--- src/rtl/pill_dispense_scheduler.sv ---
// Per-pill countdown scheduler: three interval timers share one dispenser through
// a round-robin REQ/RELOAD handshake, with timeout-based missed-dose tracking.
module pill_dispense_scheduler #(
   parameter int unsigned TIMEOUT_TICKS = 3
) (
   input  logic        clk,
   input  logic        resetN,
   input  logic        tick,
   input  logic        loadEn,
   input  logic [1:0]  loadPill,
   input  logic [3:0]  loadInterval,
   input  logic        dispenseAck,
   input  logic        clearMissed,
   output logic [11:0] pill12And3Durations,
   output logic        dispenseReq,
   output logic [1:0]  dispensePill,
   output logic [2:0]  missedFlags,
   output logic        busy
);

   typedef enum logic [1:0] {StIdle, StReq, StReload} state_e;

   localparam logic [3:0] TimeoutVal = 4'(TIMEOUT_TICKS);

   state_e          state_q, state_d;
   logic [2:0][3:0] interval_q, interval_d;
   logic [2:0][3:0] remaining_q, remaining_d;
   logic [1:0]      rr_ptr_q, rr_ptr_d;
   logic [1:0]      pill_q, pill_d;
   logic [3:0]      timer_q, timer_d;
   logic [2:0]      missed_q, missed_d;
   logic            req_q, req_d;

   logic [2:0] enabled, due, missed_set;
   logic       grant_valid, abort, reload_en, load_valid;
   logic [1:0] grant_pill;
   logic [2:0] rr_idx;

   always_comb begin
      for (int i = 0; i < 3; i++) begin
         enabled[i] = (interval_q[i] != 4'd0);
         due[i]     = enabled[i] && (remaining_q[i] == 4'd0);
      end
   end

   // Walk the candidates backwards so the first due pill in rrPtr order wins.
   always_comb begin
      grant_valid = 1'b0;
      grant_pill  = 2'd0;
      rr_idx      = 3'd0;
      for (int k = 2; k >= 0; k--) begin
         rr_idx = {1'b0, rr_ptr_q} + 3'(k);
         if (rr_idx >= 3'd3) rr_idx = rr_idx - 3'd3;
         if (due[rr_idx[1:0]]) begin
            grant_valid = 1'b1;
            grant_pill  = rr_idx[1:0];
         end
      end
   end

   assign load_valid = loadEn && (loadPill != 2'd3);
   assign abort      = load_valid && (loadPill == pill_q) && (state_q != StIdle);

   always_comb begin
      state_d     = state_q;
      interval_d  = interval_q;
      remaining_d = remaining_q;
      rr_ptr_d    = rr_ptr_q;
      pill_d      = pill_q;
      timer_d     = timer_q;
      req_d       = req_q;
      missed_set  = 3'b000;
      reload_en   = 1'b0;

      for (int i = 0; i < 3; i++) begin
         if (tick && enabled[i] && (remaining_q[i] != 4'd0)) begin
            remaining_d[i] = remaining_q[i] - 4'd1;
         end
      end

      unique case (state_q)
         StIdle: begin
            if (grant_valid) begin
               state_d = StReq;
               req_d   = 1'b1;
               pill_d  = grant_pill;
               timer_d = 4'd0;
            end
         end
         StReq: begin
            if (dispenseAck) begin
               state_d = StReload;
            end else if (timer_q == TimeoutVal) begin
               state_d            = StReload;
               missed_set[pill_q] = 1'b1;
            end else if (tick) begin
               timer_d = timer_q + 4'd1;
            end
         end
         StReload: begin
            req_d     = 1'b0;
            reload_en = 1'b1;
            rr_ptr_d  = (pill_q == 2'd2) ? 2'd0 : pill_q + 2'd1;
            state_d   = StIdle;
         end
         default: state_d = StIdle;
      endcase

      if (abort) begin
         state_d    = StIdle;
         req_d      = 1'b0;
         missed_set = 3'b000;
         reload_en  = 1'b0;
         rr_ptr_d   = rr_ptr_q;
      end

      if (reload_en) remaining_d[pill_q] = interval_q[pill_q];

      // A host load overrides both the reload and the tick for that pill.
      if (load_valid) begin
         interval_d[loadPill]  = loadInterval;
         remaining_d[loadPill] = loadInterval;
      end

      missed_d = (clearMissed ? 3'b000 : missed_q) | missed_set;
   end

   always_ff @(posedge clk or negedge resetN) begin
      if (!resetN) begin
         state_q     <= StIdle;
         interval_q  <= '0;
         remaining_q <= '0;
         rr_ptr_q    <= 2'd0;
         pill_q      <= 2'd0;
         timer_q     <= 4'd0;
         missed_q    <= 3'b000;
         req_q       <= 1'b0;
      end else begin
         state_q     <= state_d;
         interval_q  <= interval_d;
         remaining_q <= remaining_d;
         rr_ptr_q    <= rr_ptr_d;
         pill_q      <= pill_d;
         timer_q     <= timer_d;
         missed_q    <= missed_d;
         req_q       <= req_d;
      end
   end

   always_comb begin
      for (int i = 0; i < 3; i++) begin
         pill12And3Durations[i*4 +: 4] = enabled[i] ? remaining_q[i] : 4'hF;
      end
   end

   assign dispenseReq  = req_q;
   assign dispensePill = pill_q;
   assign missedFlags  = missed_q;
   assign busy         = (state_q != StIdle);

endmodule

--- config.mk ---
export PLATFORM = sky130hd
export DESIGN_NAME = pill_dispense_scheduler
export DESIGN_NICKNAME = d
export VERILOG_FILES = /design/src/rtl/pill_dispense_scheduler.sv
export SDC_FILE = /design/constraint.sdc
export NUM_CORES = 1
export LEC_CHECK = 0
export BUFFER_PORTS_ARGS = -buffer_cell sky130_fd_sc_hd__buf_2
export CAP_MARGIN = 20
export CORE_ASPECT_RATIO = 1.4
export CORE_MARGIN = 1.5
export CORE_UTILIZATION = 55
export DETAILED_ROUTE_END_ITERATION = 10
export PLACE_DENSITY = 0.84
export SYNTH_ARGS = -nofsm -noshare
export SYNTH_HDL_FRONTEND = slang
export SYNTH_SLANG_ARGS = --single-unit
--- constraint.sdc ---
create_clock -name clk -period 5.05 [get_ports clk]
set_clock_uncertainty 0.2 [all_clocks]
set_input_delay 0.505 -clock clk [delete_from_list [all_inputs] [get_ports clk]]
set_output_delay 0.505 -clock clk [all_outputs]
set_load 0.1 [all_outputs]
==> summary.md <==
| Metric | Value |
|---|---|
| CP endpoint kind | output pin |
| Total number of yosys warnings | 0 |
| Drt total wl | 5550 microns |
| Pwr dens | 693 mW/mm^2 |
| Cell area after synthesis | 0.00243 sq mm |
| Post-synth top area share | 39.2% |
| Share of layout cells above drive strength 1 | 18.1% |
| Ys async rst share | 100% |
| Final Util | 64.1% |
| Final period util | 53.2% |
| Count of cell types in the netlist | 53 |
| CTS Root Cell | clkbuf_8 |
| Post-route antenna net violation count | 0 |
| Setup Buffers After CTS | 0 |
| VDD IR-drop max | 0.374 mV |
| Worst min-delay path category | in2async |
| Sequential area share after synthesis | 39.2% |
| Final min period | 2.69 ns |
| Startpoint types | flop |
| Primary FF master, synth | dfrtp_1 |
| Cts bufs inserted | 5 |
| Tot Pwr | 1.88 mW |
| Critical path type | reg2out |
| Largest net degree at the start of global routing | 39 |
| Quantity of gates resized following cts | 0 |
| CTS clk-pin slew, worst paths | 0.08 ns |
| Crit Reg-Reg Startpoint | remaining_q[4]$_DFF_PN0_ |
| Pre-antenna DRT Iters | 4 |
| Number of synthesized register bits | 38 |
| Vias in the first global route | 1944 |
| CTS H-tree lvls | 2 |
| Bufs on Longest Clock Path | 2 |
| Total number of vias | 2103 |
| Clock Sinks | 38 |
| Die width | 59.1 microns |
| Final Max Tran Viols | 0 |
| DRC viols | 0 |
| Worst-Margin Slew | 1.11 ns |
| DR WL/cell | 15.5 microns |
| Syn avg cell area | 9.02 sq um |
| Setup slack, reg-to-reg | 2.46 ns |
| Cells after Synth | 269 |
| First-pass GRT wire length | 8960 microns |
| Max-slew headroom | 25.8% |
| Drt via density | 5.87 |
| Rows | 28 |
| Critical Path Fanout Max | 9 |
| RSZ-0062 raised after global routing | false |
| Setup WS post-layout | 2.36 ns |
| Max_cap viols | 0 |
| Post-DP HPWL | 4160 microns |
| Worst-case reg-to-reg path depth | 7 |
| Synthesized Nets | 288 |
| Post-Layout Inst Area | 0.00272 sq mm |
| Port Buffers | 30 |
| Grt ovf | 0 |
| Core Box Area | 0.00424 sq mm |
| Post-synth EDFFs | 0 |
| ANT cells | 0 |
| Largest area contributor in the netlist | dfrtp_1 |
| Final Hold Fails | 0 |
| Initial Util | 57.2% |
| RR Endpoint | dispensePill[1]$_DFFE_PN0P_ |
| Status | completed |
| GP Congestion | 0.845 |
| Gr usage total | 24.6% |
| F_max | 0.372 GHz |
| Hold-fix buffers, CTS | 0 |
| Critical Path RT | 4.35 ns |
| DRT iter0 DRCs | 84 |
| IO Count | 31 |
| P_leak | 1.21 nW |
| Skew-Pair Late Insertion Delay | 0.29 ns |
| Pre-CTS WS | 2.47 ns |
| Dominant cells by area after synthesis | dfrtp_1, nand2_1, ha_1 |
| Final setup TNS | 0 ns |
| Die H | 81.6 microns |
| Placed Area | 0.00261 sq mm |
| Die ar. | 0.00482 sq mm |
| CTS tree | built |
| Initial antenna violation count | 0 |
| Final setup violation count | 0 |
| Nets | 316 |
| Crit path DAT | 1.98 ns |
| Layout area overhead | 12.0% |
==> area by class of cell <==
type	count	area (sq um)
clock buffer	5	68.8
clock inverter	3	40.0
fill	372	1520
inverter	23	86.3
multi-input combinational	199	1350
sequential	38	951
tap	60	75.1
timing repair buffer	30	150
==> routing by layer <==
layer	routed length (microns)	track usage (%)
met1	2290	29.9
met2	2910	42.9
met3	239	4.72
met4	120	8.64
met5	0	0
==> flip-flops by register name, summed over array words and instances (netlist names) <==
signal	cells
dispenseReq	1
timer_q	4
remaining_q	12
rr_ptr_q	2
interval_q	12
missedFlags	3
state_q	2
dispensePill	2
==> placed cells by master, fill, tap and decap left out, types with 3 or more instances in the layout <==
cell type,count
clkbuf_8,5
xor2_1,3
nor3_1,6
nand3_1,9
nor2_1,9
buf_2,30
nand2_1,51
o21ai_0,11
dfrtp_1,38
o311ai_0,9
inv_1,23
a21o_1,4
nand2b_1,11
xnor2_1,4
nor3b_1,9
ha_1,7
a21oi_1,8
nor2b_1,3
mux2i_1,7
o22ai_1,6
==> power by group <==
part	leakage [nW]	internal, mW	switching, mW	total (mW)
Sequential	0.482	0.399	0.105	0.503
Clock	0.0579	0.145	0.106	0.251
Combinational	0.666	0.318	0.809	1.13
==> cell families after synthesis <==
kind of cell	Yosys count	synth area share, %
and+or+nand+nor	115	24.0
AOI/OAI and AO/OA	59	20.2
DFF	38	39.2
buffers and inverters	32	5.36
muxes	11	5.05
xor gates and xnor gates	7	2.53
adders and majority gates	7	3.61
==> critical path, cell delays in order, from the launching register on <==
cell     delay (ns)
dfrtp_1        0.42
or4_1          0.71
nand2_1        0.13
buf_2          0.43
==> synthesized netlist by cell type (2+ instances only) <==
master,instances
a211oi_1,2
a211oi_2,2
a21o_1,4
a21oi_1,8
buf_2,2
clkbuf_1,6
dfrtp_1,38
ha_1,7
inv_1,23
mux2_2,2
mux2_4,2
mux2i_1,7
nand2_1,51
nand2b_1,11
nand3_1,9
nand3b_1,2
nor2_1,9
nor2b_1,3
nor3_1,6
nor3b_1,9
nor4_1,2
o21ai_0,11
o22ai_1,6
o311ai_0,9
o41ai_1,2
or2b_1,2
or3_1,2
or4_1,2
xnor2_1,4
xor2_1,3
==> stage by stage <==
step                      std cells  hold slack [ns]
after floorplan                 269          0.00941
after global placement          350            0.288
after detailed placement        350            0.311
after CTS                       358            0.152
after global routing            358            0.181
final                           358            0.114
==> worst max-delay path by stage <==
stage	to	cells past startpoint	startpoint
2_1_floorplan	remaining_q[3]$_DFF_PN0_	6	dispensePill[0]$_DFFE_PN0P_
3_3_place_gp	dispensePill[1]$_DFFE_PN0P_	7	remaining_q[4]$_DFF_PN0_
3_5_place_dp	dispensePill[0]$_DFFE_PN0P_	7	remaining_q[4]$_DFF_PN0_
4_1_cts	pill12And3Durations[1]	3	interval_q[2]$_DFFE_PN0P_
5_1_grt	pill12And3Durations[1]	3	interval_q[2]$_DFFE_PN0P_
6_report	pill12And3Durations[1]	3	interval_q[2]$_DFFE_PN0P_
Note: power is estimated with default switching activity, not from simulation.
